### config.mk
export PLATFORM = sky130hd
export DESIGN_NAME = bnn_inference_sequencer
export DESIGN_NICKNAME = d
export VERILOG_FILES = /design/src/rtl/bnn_pkg.sv /design/src/rtl/bnn_inference_sequencer_argmax_serial.sv /design/src/rtl/bnn_inference_sequencer.sv
export SDC_FILE = /design/constraint.sdc
export NUM_CORES = 1
export LEC_CHECK = 0
export CAP_MARGIN = 40
export CORE_MARGIN = 8
export CORE_UTILIZATION = 30
export CTS_CLUSTER_SIZE = 24
export DETAILED_ROUTE_END_ITERATION = 8
export PLACE_DENSITY = 0.52
export REMOVE_ABC_BUFFERS = 1
export SYNTH_ARGS = -nofsm -noshare
export SYNTH_HDL_FRONTEND = slang
export SYNTH_SLANG_ARGS = --single-unit
### constraint.sdc
create_clock -name usb_clk -period 3.9 [get_ports usb_clk]
set_input_delay 0.975 -clock usb_clk [delete_from_list [all_inputs] [get_ports usb_clk]]
set_output_delay 0.975 -clock usb_clk [all_outputs]
set_load 0.02 [all_outputs]
### src/rtl/bnn_pkg.sv
// Shared types and sizes for the binarized-network inference sequencer.
package bnn_pkg;

  localparam int NUM_CLASSES = 10;
  localparam int SCORE_W     = 5;
  localparam int IMG_ROWS    = 8;
  localparam int IDX_W       = 4;

  typedef logic [SCORE_W-1:0]                 score_t;
  typedef score_t [NUM_CLASSES-1:0]           scores_t;
  typedef logic [IMG_ROWS-1:0][7:0]           image_t;

  typedef enum logic [1:0] {
    ST_IDLE    = 2'd0,
    ST_SETTLE  = 2'd1,
    ST_ARGMAX  = 2'd2,
    ST_DISPLAY = 2'd3
  } seq_state_t;

endpackage

### src/rtl/bnn_inference_sequencer_argmax_serial.sv
// Serial argmax: one class per step, strict-greater update so ties keep the lowest index.
module argmax_serial #(
  parameter int NUM_CLASSES = 10,
  parameter int SCORE_W     = 5,
  parameter int IDX_W       = 4
) (
  input  logic                                clk,
  input  logic                                rst,
  input  logic                                load,
  input  logic                                step,
  input  logic [NUM_CLASSES-1:0][SCORE_W-1:0] scores,
  output logic                                done,
  output logic [IDX_W-1:0]                    best_idx,
  output logic [SCORE_W-1:0]                  best_score
);
  import bnn_pkg::*;

  logic [IDX_W-1:0]   idx_r;
  logic [IDX_W-1:0]   best_idx_r;
  logic [SCORE_W-1:0] best_score_r;
  logic [SCORE_W-1:0] cur_score_s;
  logic [IDX_W-1:0]   nxt_idx_s;
  logic [SCORE_W-1:0] nxt_score_s;
  logic               last_s;

  assign cur_score_s = scores[idx_r];
  assign last_s      = (idx_r == IDX_W'(NUM_CLASSES - 1));
  assign done        = step && last_s;
  // Exposed as the post-step value so the caller can commit on the final step edge.
  assign best_idx    = nxt_idx_s;
  assign best_score  = nxt_score_s;

  // Best-so-far including the class currently under the index; class 0 seeds it.
  always_comb begin
    nxt_idx_s   = best_idx_r;
    nxt_score_s = best_score_r;
    if ((idx_r == {IDX_W{1'b0}}) || (cur_score_s > best_score_r)) begin
      nxt_idx_s   = idx_r;
      nxt_score_s = cur_score_s;
    end else begin
      nxt_idx_s   = best_idx_r;
      nxt_score_s = best_score_r;
    end
  end

  // Index counter and best registers.
  always_ff @(posedge clk or negedge rst) begin
    if (!rst) begin
      idx_r        <= {IDX_W{1'b0}};
      best_idx_r   <= {IDX_W{1'b0}};
      best_score_r <= {SCORE_W{1'b0}};
    end else if (load) begin
      idx_r        <= {IDX_W{1'b0}};
      best_idx_r   <= {IDX_W{1'b0}};
      best_score_r <= {SCORE_W{1'b0}};
    end else if (step) begin
      idx_r        <= last_s ? {IDX_W{1'b0}} : idx_r + {{(IDX_W-1){1'b0}}, 1'b1};
      best_idx_r   <= nxt_idx_s;
      best_score_r <= nxt_score_s;
    end else begin
      idx_r        <= idx_r;
      best_idx_r   <= best_idx_r;
      best_score_r <= best_score_r;
    end
  end

endmodule

### src/rtl/bnn_inference_sequencer.sv
// Inference sequencer: image register, settle timer, serial argmax and LCD handshake
// with a capture trigger spanning exactly the settle window.
module bnn_inference_sequencer #(
  parameter int SETTLE_CYCLES = 4,
  parameter int NUM_CLASSES   = 10,
  parameter int SCORE_W       = 5
) (
  input  logic                                usb_clk,
  input  logic                                rst,
  input  logic                                wr_en,
  input  logic [2:0]                          wr_addr,
  input  logic [7:0]                          wr_data,
  input  logic                                start,
  input  logic [NUM_CLASSES-1:0][SCORE_W-1:0] bnn_scores_i,
  input  logic                                lcd_done,
  output logic [7:0][7:0]                     image_o,
  output logic                                busy,
  output logic                                trig,
  output logic                                result_valid,
  output logic [3:0]                          result_class,
  output logic [SCORE_W-1:0]                  result_score,
  output logic                                lcd_start
);
  import bnn_pkg::*;

  seq_state_t                          state_r, next_state_s;
  image_t                              image_r;
  logic [7:0]                          cnt_r;
  logic [NUM_CLASSES-1:0][SCORE_W-1:0] scores_r;
  logic                                busy_r, trig_r, valid_r, lcd_start_r;
  logic [3:0]                          class_r;
  logic [SCORE_W-1:0]                  score_r;
  logic                                accept_s, capture_s, finish_s, release_s, wr_s;
  logic                                am_done_s;
  logic [3:0]                          am_idx_s;
  logic [SCORE_W-1:0]                  am_score_s;

  assign wr_s = (state_r == ST_IDLE) && wr_en;

  // State register.
  always_ff @(posedge usb_clk or negedge rst) begin
    if (!rst) begin
      state_r <= ST_IDLE;
    end else begin
      state_r <= next_state_s;
    end
  end

  // Next state and single-cycle control strobes.
  always_comb begin
    next_state_s = state_r;
    accept_s     = 1'b0;
    capture_s    = 1'b0;
    finish_s     = 1'b0;
    release_s    = 1'b0;
    case (state_r)
      ST_IDLE: begin
        if (start) begin
          accept_s     = 1'b1;
          next_state_s = ST_SETTLE;
        end else begin
          next_state_s = ST_IDLE;
        end
      end
      ST_SETTLE: begin
        if (cnt_r == 8'd1) begin
          capture_s    = 1'b1;
          next_state_s = ST_ARGMAX;
        end else begin
          next_state_s = ST_SETTLE;
        end
      end
      ST_ARGMAX: begin
        if (am_done_s) begin
          finish_s     = 1'b1;
          next_state_s = ST_DISPLAY;
        end else begin
          next_state_s = ST_ARGMAX;
        end
      end
      ST_DISPLAY: begin
        if (lcd_done) begin
          release_s    = 1'b1;
          next_state_s = ST_IDLE;
        end else begin
          next_state_s = ST_DISPLAY;
        end
      end
      default: begin
        next_state_s = ST_IDLE;
      end
    endcase
  end

  // Image rows, settle counter and score snapshot.
  always_ff @(posedge usb_clk or negedge rst) begin
    if (!rst) begin
      image_r  <= {(IMG_ROWS*8){1'b0}};
      cnt_r    <= 8'd0;
      scores_r <= {(NUM_CLASSES*SCORE_W){1'b0}};
    end else begin
      if (wr_s) begin
        image_r[wr_addr] <= wr_data;
      end else begin
        image_r <= image_r;
      end
      if (accept_s) begin
        cnt_r <= 8'(SETTLE_CYCLES);
      end else if ((state_r == ST_SETTLE) && !capture_s) begin
        cnt_r <= cnt_r - 8'd1;
      end else begin
        cnt_r <= cnt_r;
      end
      if (capture_s) begin
        scores_r <= bnn_scores_i;
      end else begin
        scores_r <= scores_r;
      end
    end
  end

  // Status flags and the committed result.
  always_ff @(posedge usb_clk or negedge rst) begin
    if (!rst) begin
      busy_r      <= 1'b0;
      trig_r      <= 1'b0;
      valid_r     <= 1'b0;
      lcd_start_r <= 1'b0;
      class_r     <= 4'd0;
      score_r     <= {SCORE_W{1'b0}};
    end else begin
      lcd_start_r <= finish_s;
      if (accept_s) begin
        busy_r  <= 1'b1;
        trig_r  <= 1'b1;
        valid_r <= 1'b0;
      end else if (capture_s) begin
        trig_r  <= 1'b0;
      end else if (finish_s) begin
        valid_r <= 1'b1;
        class_r <= am_idx_s;
        score_r <= am_score_s;
      end else if (release_s) begin
        busy_r  <= 1'b0;
      end else begin
        busy_r  <= busy_r;
      end
    end
  end

  argmax_serial #(
    .NUM_CLASSES (NUM_CLASSES),
    .SCORE_W     (SCORE_W),
    .IDX_W       (4)
  ) u_argmax (
    .clk        (usb_clk),
    .rst        (rst),
    .load       (capture_s),
    .step       (state_r == ST_ARGMAX),
    .scores     (scores_r),
    .done       (am_done_s),
    .best_idx   (am_idx_s),
    .best_score (am_score_s)
  );

  assign image_o      = image_r;
  assign busy         = busy_r;
  assign trig         = trig_r;
  assign result_valid = valid_r;
  assign result_class = class_r;
  assign result_score = score_r;
  assign lcd_start    = lcd_start_r;

endmodule
# ---- After elaboration in Yosys (flattened, before gate mapping)
# Cells that the tools add are included.
dict set report totals {
  regBits 150
  wordCells 98
  out_inout_bits 77
  in_bits 66
}
dict set report classes {
  n_eq_ne 7
  magnitude_cmp 4
  bitwise 2
  n_mux 38
  n_addsub 2
  reduce_logical 16
}
# op n
set ops {}
lappend ops {{$bwmux 64} 1}
lappend ops {{$demux 8 s3} 1}
lappend ops {{$mux 4} 6}
lappend ops {{$mux 8} 3}
lappend ops {{$bmux 5 s4} 1}
lappend ops {{$mux 5} 4}
lappend ops {{$mux 1} 19}
lappend ops {{$reduce_bool 2->1} 5}
lappend ops {{$eq 8x1->1 const B} 1}
lappend ops {{$pmux 2 s4} 1}
lappend ops {{$sub 8x1->8 const B} 1}
lappend ops {{$reduce_and 3->1} 2}
lappend ops {{$gt 5x5->1} 1}
lappend ops {{$lt 4x5->1 const B} 1}
lappend ops {{$add 4x1->4 const B} 1}
lappend ops {{$eq 2x2->1 const B} 2}
lappend ops {{$eq 4x4->1 const B} 1}
lappend ops {{$logic_and 1x1->1} 4}
lappend ops {{$logic_not 4->1} 1}
lappend ops {{$lt 3x4->1 const B} 1}
lappend ops {{$mux 2} 2}
lappend ops {{$ne 2x2->1 const B} 2}
lappend ops {{$ge 3x1->1 const B} 1}
lappend ops {{$eq 2x1->1 const B} 1}
lappend ops {{other kinds (5)} 6}

# ---- Logic depth before layout (Yosys ltp)
# Gate-level depths: netlist of the first run.
dict set report logic_depth {
  depth_word 7
  depth_mapped 13
  mapped_depth_nobuf 10
}

# ---- Modules after synthesis
# Synthesis of the first run repeated with hierarchy kept, for this count alone.
dict set report unflattened {
  cells_unflattened 461
  area_unflattened_um2 6879.1
}
# mod instances area_per_inst_um2 seq_area_each_um2 cells_each
set modules_own_cells {}
lappend modules_own_cells {bnn_inference_sequencer 1 5574.1 3428.3 340}
lappend modules_own_cells {argmax_serial 1 1305.0 325.3 121}

# ---- Worst setup path before layout of the first run
# Ideal clock, no wire load.
dict set report synth_timing {
  path_type {flip-flop to flip-flop}
  start {register u_argmax.idx_r[0]}
  end {register u_argmax.best_idx_r[0]}
  arrival_time_ps 2753
  setup_slack_ps 1082
  synth_period_minus_slack_ps 2818
  stages_incl_launch_ff 12
  setup_time_ps 65
  n_path_buf 2
  required_time_ps 3835
  cell_sequence {dfrtp_1 buf_6 mux4_1 a22oi_1 o21ai_1 ha_1 and3_1 o21ai_0 a32o_1 buf_6 a21oi_2 a22o_2}
}
dict set report synth_via {
  elab_chain_cells 7
  elab_cells_between_ends 8
  classes_between {1 x order compare; 5 x mux; 2 x reduce/logical}
}
# element line_no
set synth_rtl {}
lappend synth_rtl {{start: declaration} bnn_inference_sequencer_argmax_serial.sv:18} ;# logic [IDX_W-1:0] idx_r;
lappend synth_rtl {{start signal: assignment} bnn_inference_sequencer_argmax_serial.sv:49} ;# idx_r <= {IDX_W{1'b0}};
lappend synth_rtl {{start signal: assignment} bnn_inference_sequencer_argmax_serial.sv:53} ;# idx_r <= {IDX_W{1'b0}};
lappend synth_rtl {{start signal: assignment} bnn_inference_sequencer_argmax_serial.sv:57} ;# idx_r <= last_s ? {IDX_W{1'b0}} : idx_r + {{(IDX_W-1){1'b0}}, 1'b1};
lappend synth_rtl {{$bmux 5 s4} bnn_inference_sequencer_argmax_serial.sv:26} ;# assign cur_score_s = scores[idx_r];
lappend synth_rtl {{$mux 5 (not written as such)} bnn_inference_sequencer_argmax_serial.sv:26}
lappend synth_rtl {{$gt 5x5->1} bnn_inference_sequencer_argmax_serial.sv:37} ;# if ((idx_r == {IDX_W{1'b0}}) || (cur_score_s > best_score_r)) begin
lappend synth_rtl {{$logic_or 1x1->1} bnn_inference_sequencer_argmax_serial.sv:37}
lappend synth_rtl {{$mux 4 (*)} bnn_inference_sequencer_argmax_serial.sv:37}
lappend synth_rtl {{$mux 4 (*)} bnn_inference_sequencer_argmax_serial.sv:56} ;# end else if (step) begin
lappend synth_rtl {{$mux 4 (*)} bnn_inference_sequencer_argmax_serial.sv:52} ;# end else if (load) begin
lappend synth_rtl {{end signal: assignment} bnn_inference_sequencer_argmax_serial.sv:50} ;# best_idx_r <= {IDX_W{1'b0}};
lappend synth_rtl {{end signal: assignment} bnn_inference_sequencer_argmax_serial.sv:54} ;# best_idx_r <= {IDX_W{1'b0}};
lappend synth_rtl {{end signal: assignment} bnn_inference_sequencer_argmax_serial.sv:58} ;# best_idx_r <= nxt_idx_s;
lappend synth_rtl {{end: declaration} bnn_inference_sequencer_argmax_serial.sv:19} ;# logic [IDX_W-1:0] best_idx_r;
# Mark *: on every way between the ends. The rest lies on a longest branch, timed or not. The select of a mux whose other input is x is not followed.
# A chain may end at the register's enable or synchronous reset.

# ---- Worst setup path in the final report of the first run
# Ends and elaborated chain as after synthesis.

==> results of run 1 <==
-- metrics by stage --
step           util, %  hold WS [ns]  std cells  power, W  setup WS (ns)
6_report          40.7         0.462       1004   0.00712          0.525
5_1_grt           40.7         0.491       1004   0.00763          0.235
4_1_cts           40.7         0.466       1004   0.00723          0.497
3_5_place_dp      38.1         0.452        972   0.00557          0.540
3_3_place_gp      38.1         0.450        972   0.00549          0.672
2_1_floorplan        -         0.430        545   0.00430          0.657
-- logic make-up after synthesis --
| kind of cell | synth area share [%] |
|---|---|
| and+or+nand+nor | 14.5 |
| DFF | 57.5 |
| muxes | 15.9 |
| AOI/OAI and AO/OA | 6.94 |
| buffers and inverters | 2.49 |
| adders and majority gates | 1.92 |
| xor gates and xnor gates | 0.806 |
-- cells in the mapped netlist (all sizes together), types with 2 or more instances --
master  count
ha         10
nand3       7
a22oi       5
a32o        2
inv        10
nor2       13
mux4       10
dfrtp     150
nand3b      2
and2        3
mux2i       7
clkbuf      8
or2         2
nor3        2
a31oi       2
o31ai       8
o21ai      18
xor2        3
mux2       64
buf        12
a22o        9
xnor2       3
nor3b       2
nor2b       6
and3        6
nand2     178
a21oi      14
-- worst paths after layout --
check	from	endpoint	slack, ns	depth (start not counted)
min in group asynchronous	rst	scores_r[38]$_DFFE_PN0P_	0.60	1
worst max register to register	u_argmax.idx_r[0]$_DFFE_PN0P_	u_argmax.best_idx_r[0]$_DFFE_PN0P_	0.53	11
max in group asynchronous	rst	scores_r[45]$_DFFE_PN0P_	2.47	2
worst min register to register	scores_r[21]$_DFFE_PN0P_	scores_r[21]$_DFFE_PN0P_	0.46	2
worst min-delay path	scores_r[21]$_DFFE_PN0P_	scores_r[21]$_DFFE_PN0P_	0.46	2
worst max-delay path	u_argmax.idx_r[0]$_DFFE_PN0P_	u_argmax.best_idx_r[0]$_DFFE_PN0P_	0.53	11
-- layer usage --
metal	wire length, um	global-route usage (%)	part of all wire (%)	vias to the layer above
met2	8890	23.1	51	80
met3	546	3.05	3.1	20
met5	0	0	0	-
met4	334	5.62	1.9	0
met1	7680	16.2	44	2299
li1	-	-	-	2234
-- report_power, final --
part	leakage [nW]	internal, W	switching (W)
registers	1.83	0.00219	0.000430
clock network	0.285	0.000905	0.000715
logic	1.90	0.00137	0.00152
total	4.01	0.00446	0.00266
-- worst reg2reg max path, cell delays in order (launching register included) --
cell     delay, ns
dfrtp_1       0.65
buf_4         0.33
mux4_1        0.62
a22oi_2       0.22
o21ai_2       0.10
inv_1         0.08
ha_1          0.15
nor2b_1       0.05
o21ai_0       0.26
a32oi_2       0.21
o31ai_4       0.46
a22o_2        0.20
-- registers in the layout, summed over array words and instances, names as in the netlist, 2 cells and up --
register and flops:
cnt_r 8, image_o 64, result_class 4, result_score 5, scores_r 50, state_r 2
u_argmax.best_idx_r 4, u_argmax.best_score_r 5, u_argmax.idx_r 4
-- cell type report --
class                      instances  share of cell area (%)
timing repair buffer             147                    16.7
inverter                          11                   0.469
clock buffer                      17                    4.83
sequential                       150                    42.6
clock inverter                    15                    1.73
tap                              280                    3.98
multi-input combinational        384                    29.6
==> impl_metrics.toml, run 1 <==
[outcome]
outcome = "complete, no violations"

[critical_path]
start_kind = "flip-flop"
worstPathRequired_ns = 4.26
end_kind = "flip-flop"
cpPeakStageDelay_ns = 0.65
cp.buffers_inverters = 2
crit_fanout = 13
crit_slowest_cell = "dfrtp_1"
worstPathArrival_ns = 3.74
cpLargestDelayFamily = "compound AO/OA/AOI/OAI gates"
criticalPathCategory = "reg -> reg"
crit_chain = "buf_4 -> mux4_1 -> a22oi_2 -> o21ai_2 -> inv_1 -> ha_1 -> nor2b_1 -> o21ai_0 -> a32oi_2 -> o31ai_4 -> a22o_2"

[clock_network]
cts_buffers = 17
clk_pin_slew_ns = 0.07
h-tree-depth = 4
cts-root-buf = "clkbuf_16"
postCtsSetupBuffers = 0
clk_path_buf_depth = 2
cts_tree = "yes"
cts_sinks = 150
hold_buffers = 0
worstSkewPairLatency_ns = 0.42
post_cts_resized = 0

[layout]
postLayoutCellArea_sq_mm = 0.00881
mostFrequentLayoutCells = "178 x nand2_1, 150 x dfrtp_1, 141 x clkdlybuf4s50_1, 64 x mux2_2, 17 x clkbuf_16"
nets = 787
nFillCells = 2068
regArea_sq_mm = 0.00375
multi_input_area_sq_mm = 0.00261
antenna_cells = 0
drive_gt1_share_pct = 16.6
area_delta_synth_final_pct = 35.0
final_common_cell = "nand2_1"

[detailed_routing]
routed_via_density = 4.61
firstDrtPassIters = 4
via_count = 4633
drt_iter0_drc = 257
drt_wl_total_um = 17500
drtAntennaViolNets = 0
drc = 0
routedWlPerCell_um = 17.4

[synthesis]
yosysWarnings = 0
ys_async_sr_fraction_pct = 100
ys_ff_latch = 150
synth.area.top_cells = "dfrtp_1 58%, mux2_2 11%, nand2_1 10%, mux4_1 2.0%, ha_1 1.9%"
syn_inst = 565
synth_edf_count = 0
synth_top_area_share_pct = 57.5
synth_cell_types = 49
syn_area_per_cell_sq_um = 11.5
synthFlopType = "dfrtp_1"
yosys.area.top_type = "dfrtp_1"
seq_area_frac_synth_pct = 57.5
syn_area_sq_mm = 0.00653

[die]
core-area_sq_mm = 0.0216
design.portCount = 143
row_count = 54
start_util_pct = 30.2
die_w_um = 163
die_y_um = 163
dieArea_sq_mm = 0.0267

[power]
power_density_mw_per_mm2 = 809
p_leak_nw = 4.01
vdd_drop_max_v = 0.000343

[global_routing]
grt_pass1_wl_um = 28300
grt_max_degree = 87
grt_pass1_vias = 5182
grt_antenna_before_repair = 0
grt_use_total_pct = 13.5
gr-total-overflow = 0

[run]
cap_violations = 0

[sta]
finalSetupTns_ns = 0
finalHoldViolCount = 0
tightest_slew_ns = 0.883
fmax_ghz = 0.296
setup_viol = 0
max_slew_margin_pct = 41.2
period_minus_slack_ns = 3.37
maxSlewViolCount = 0
fin_crit_sh_pct = 86.5
fin_worst_skew_ns = 0.0100
rsz0062_at_grt = "false"

[place]
dpl.hpwl_um = 13000
routabilityCongestion = 0.800
dpl_cell_area_sq_mm = 0.00823
io_buffers = 142

[worst_hold_path]
hp-class = "reg -> reg"
(Power assumes the default switching activity.)
==> run 2: changes to the inputs <==
--- a/config.mk
+++ b/config.mk
@@ -10,7 +10,7 @@
 export CORE_UTILIZATION = 30
 export CTS_CLUSTER_SIZE = 24
 export DETAILED_ROUTE_END_ITERATION = 8
-export PLACE_DENSITY = 0.52
+export PLACE_DENSITY = 0.48
 export REMOVE_ABC_BUFFERS = 1
 export SYNTH_ARGS = -nofsm -noshare
 export SYNTH_HDL_FRONTEND = slang
==> run 2 against run 1 <==
  * Worst setup slack lost 0.15 ns
  * Critical endpoint is now u_argmax.best_score_r[4]$_DFFE_PN0P_
  * Register-to-register slack lost 0.15 ns
  * Largest cell class unchanged
  * Final cell count grew 0.30%
  * Critical path type unchanged
  * Count of clock-buffer cells in the layout is the same
  * Maximum frequency shrank 4.4%
  * Total power grew 0.88%
  * Global-route usage grew 0.14 points
  * Worst hold slack gained 0.0046 ns
  * Non-clock buffer count grew 2
  * Critical path depth shrank 2
  * Highest routed layer unchanged
==> impl_metrics.toml, run 2 (synthesis gave the netlist of run 1 again) <==
[outcome]
outcome = "complete, no violations"

[layout]
drive_gt1_share_pct = 16.8
final_common_cell = "nand2_1"
nets = 789
fin_util_pct = 41.0
mostFrequentLayoutCells = "178 x nand2_1, 150 x dfrtp_1, 141 x clkdlybuf4s50_1, 64 x mux2_2, 17 x clkbuf_16"
largest_reg_flops = 64
postLayoutCellArea_sq_mm = 0.00886
fin_cells = 1007
area_delta_synth_final_pct = 35.7

[critical_path]
crit_chain = "mux4_1 -> a22oi_1 -> o21ai_1 -> ha_1 -> and3_1 -> o21ai_0 -> a32o_1 -> a21oi_2 -> a22o_1"
start_kind = "flip-flop"
worstPathArrival_ns = 3.89
cpPeakStageDelay_ns = 0.66
crit_slowest_cell = "dfrtp_1"
cp-startpoint = "u_argmax.idx_r[0]$_DFFE_PN0P_"
crit_fanout = 10
criticalPathCategory = "reg -> reg"
cp.buffers_inverters = 0
worstPathRequired_ns = 4.26
end_kind = "flip-flop"
cpLargestDelayFamily = "compound AO/OA/AOI/OAI gates"
reg2reg_from = "u_argmax.idx_r[0]$_DFFE_PN0P_"

[sta]
fin_worst_skew_ns = 0.0117
finalSetupTns_ns = 0
fin_ws_ns = 0.372
tightest_slew_ns = 0.637
setup_viol = 0
fin_crit_sh_pct = 90.5
max_slew_margin_pct = 57.5
maxSlewViolCount = 0
fmax_ghz = 0.283
rsz0062_at_grt = "false"
period_minus_slack_ns = 3.53
finalHoldViolCount = 0

[die]
start_util_pct = 30.2
die_y_um = 163
core-area_sq_mm = 0.0216
dieArea_sq_mm = 0.0267
design.portCount = 143
row_count = 54
die_w_um = 163

[power]
p_seq_share_pct = 36.4
p_clk_share_pct = 23.4
power_density_mw_per_mm2 = 811
vdd_drop_max_v = 0.000334
power_frac_comb_pct = 40.1
p_switching_w = 0.00267
p_int_w = 0.00451
p_leak_nw = 4.03
p_sw_share_pct = 37.2

[worst_hold_path]
hold_start = "scores_r[45]$_DFFE_PN0P_"
hp-class = "reg -> reg"

[global_routing]
grt_pass1_vias = 5073
grt_antenna_before_repair = 1
grt_pass1_wl_um = 28400
grt_max_degree = 59
gr-total-overflow = 0
grt_use_total_pct = 13.7

[clock_network]
worstSkewPairLatency_ns = 0.43
h-tree-depth = 4
post_cts_resized = 0
clk_path_buf_depth = 2
clk_pin_slew_ns = 0.07
cts_buffers = 17
cts_sinks = 150
hold_buffers = 0
postCtsSetupBuffers = 0
cts-root-buf = "clkbuf_16"
cts_tree = "yes"

[place]
place_ws_ns = 0.414
dpl_cell_area_sq_mm = 0.00825
dp.cells = 974
io_buffers = 142
dpl.hpwl_um = 13200
routabilityCongestion = 0.816

[detailed_routing]
drc = 0
drt_wl_total_um = 17600
via_count = 4627
routedWlPerCell_um = 17.5
drt_iter0_drc = 247
firstDrtPassIters = 4
drtAntennaViolNets = 0
routed_via_density = 4.59

[run]
cap_violations = 0
run 2: cell types whose count changed in the layout (fill, tap and decap cells not counted), sizes merged:
cell / before / now
diode: 0 / 1
clkinvlp: 1 / 0
clkinv: 3 / 4
buf: 6 / 8
inv: 21 / 20
bufinv: 1 / 2
run 2: metal layers:
| layer | vias up | wire length [um] | GRT usage, % |
|---|---|---|---|
| li1 | 2237 | - | - |
| met1 | 2288 | 7440 | 16.4 |
| met2 | 83 | 9170 | 23.4 |
| met3 | 19 | 719 | 3.33 |
| met4 | 0 | 266 | 5.17 |
| met5 | - | 0 | 0 |
run 2: per-stage QoR:
step	hold slack [ns]	total power (W)
2_1_floorplan	0.430	0.00430
3_3_place_gp	0.452	0.00549
6_report	0.467	0.00719
4_1_cts	0.471	0.00729
5_1_grt	0.490	0.00769
3_5_place_dp	0.457	0.00556
run 2: power by group through the flow:
stage | registers [W] | logic [W] | clock network, W
after floorplan | 0.00289 | 0.00141 | 0
after global placement | 0.00264 | 0.00285 | 0
final | 0.00262 | 0.00289 | 0.00168
after detailed placement | 0.00265 | 0.00291 | 0
after global routing | 0.00271 | 0.00319 | 0.00179
after CTS | 0.00262 | 0.00294 | 0.00173
run 2: worst reg2reg max path, cell delays in order, from the launching register on:
cell and delay, ns:
dfrtp_1 0.66, mux4_1 0.62, a22oi_1 0.23, o21ai_1 0.18, ha_1 0.34, and3_1 0.23, o21ai_0 0.19, a32o_1 0.38
a21oi_2 0.41, a22o_1 0.22
run 2: layout make-up:
cell class	instances	area [sq um]
Clock buffer	17	425
Sequential cell	150	3750
Timing Repair Buffer	149	1500
Clock inverter	15	179
Inverter	11	41.3
Antenna cell	1	2.50
Tap cell	280	350
Multi-Input combinational cell	384	2610
Fill cell	2086	12800
run 2: final timing paths:
path                                                         to  slack (ns)  cells after the start
min reg2reg                            scores_r[45]$_DFFE_PN0P_        0.47                      2
max in group asynchronous           result_score[3]$_DFFE_PN0P_        2.69                      2
min in group asynchronous              scores_r[19]$_DFFE_PN0P_        0.48                      1
min                                    scores_r[45]$_DFFE_PN0P_        0.47                      2
max                        u_argmax.best_score_r[4]$_DFFE_PN0P_        0.37                      9
max reg2reg                u_argmax.best_score_r[4]$_DFFE_PN0P_        0.37                      9
==> run 3: changes to the inputs <==
--- a/config.mk
+++ b/config.mk
@@ -15,3 +15,4 @@
 export SYNTH_ARGS = -nofsm -noshare
 export SYNTH_HDL_FRONTEND = slang
 export SYNTH_SLANG_ARGS = --single-unit
+export TNS_END_PERCENT = 1
==> results of run 3 <==
The final DEF is identical to that of run 2; final timing and power are the same.
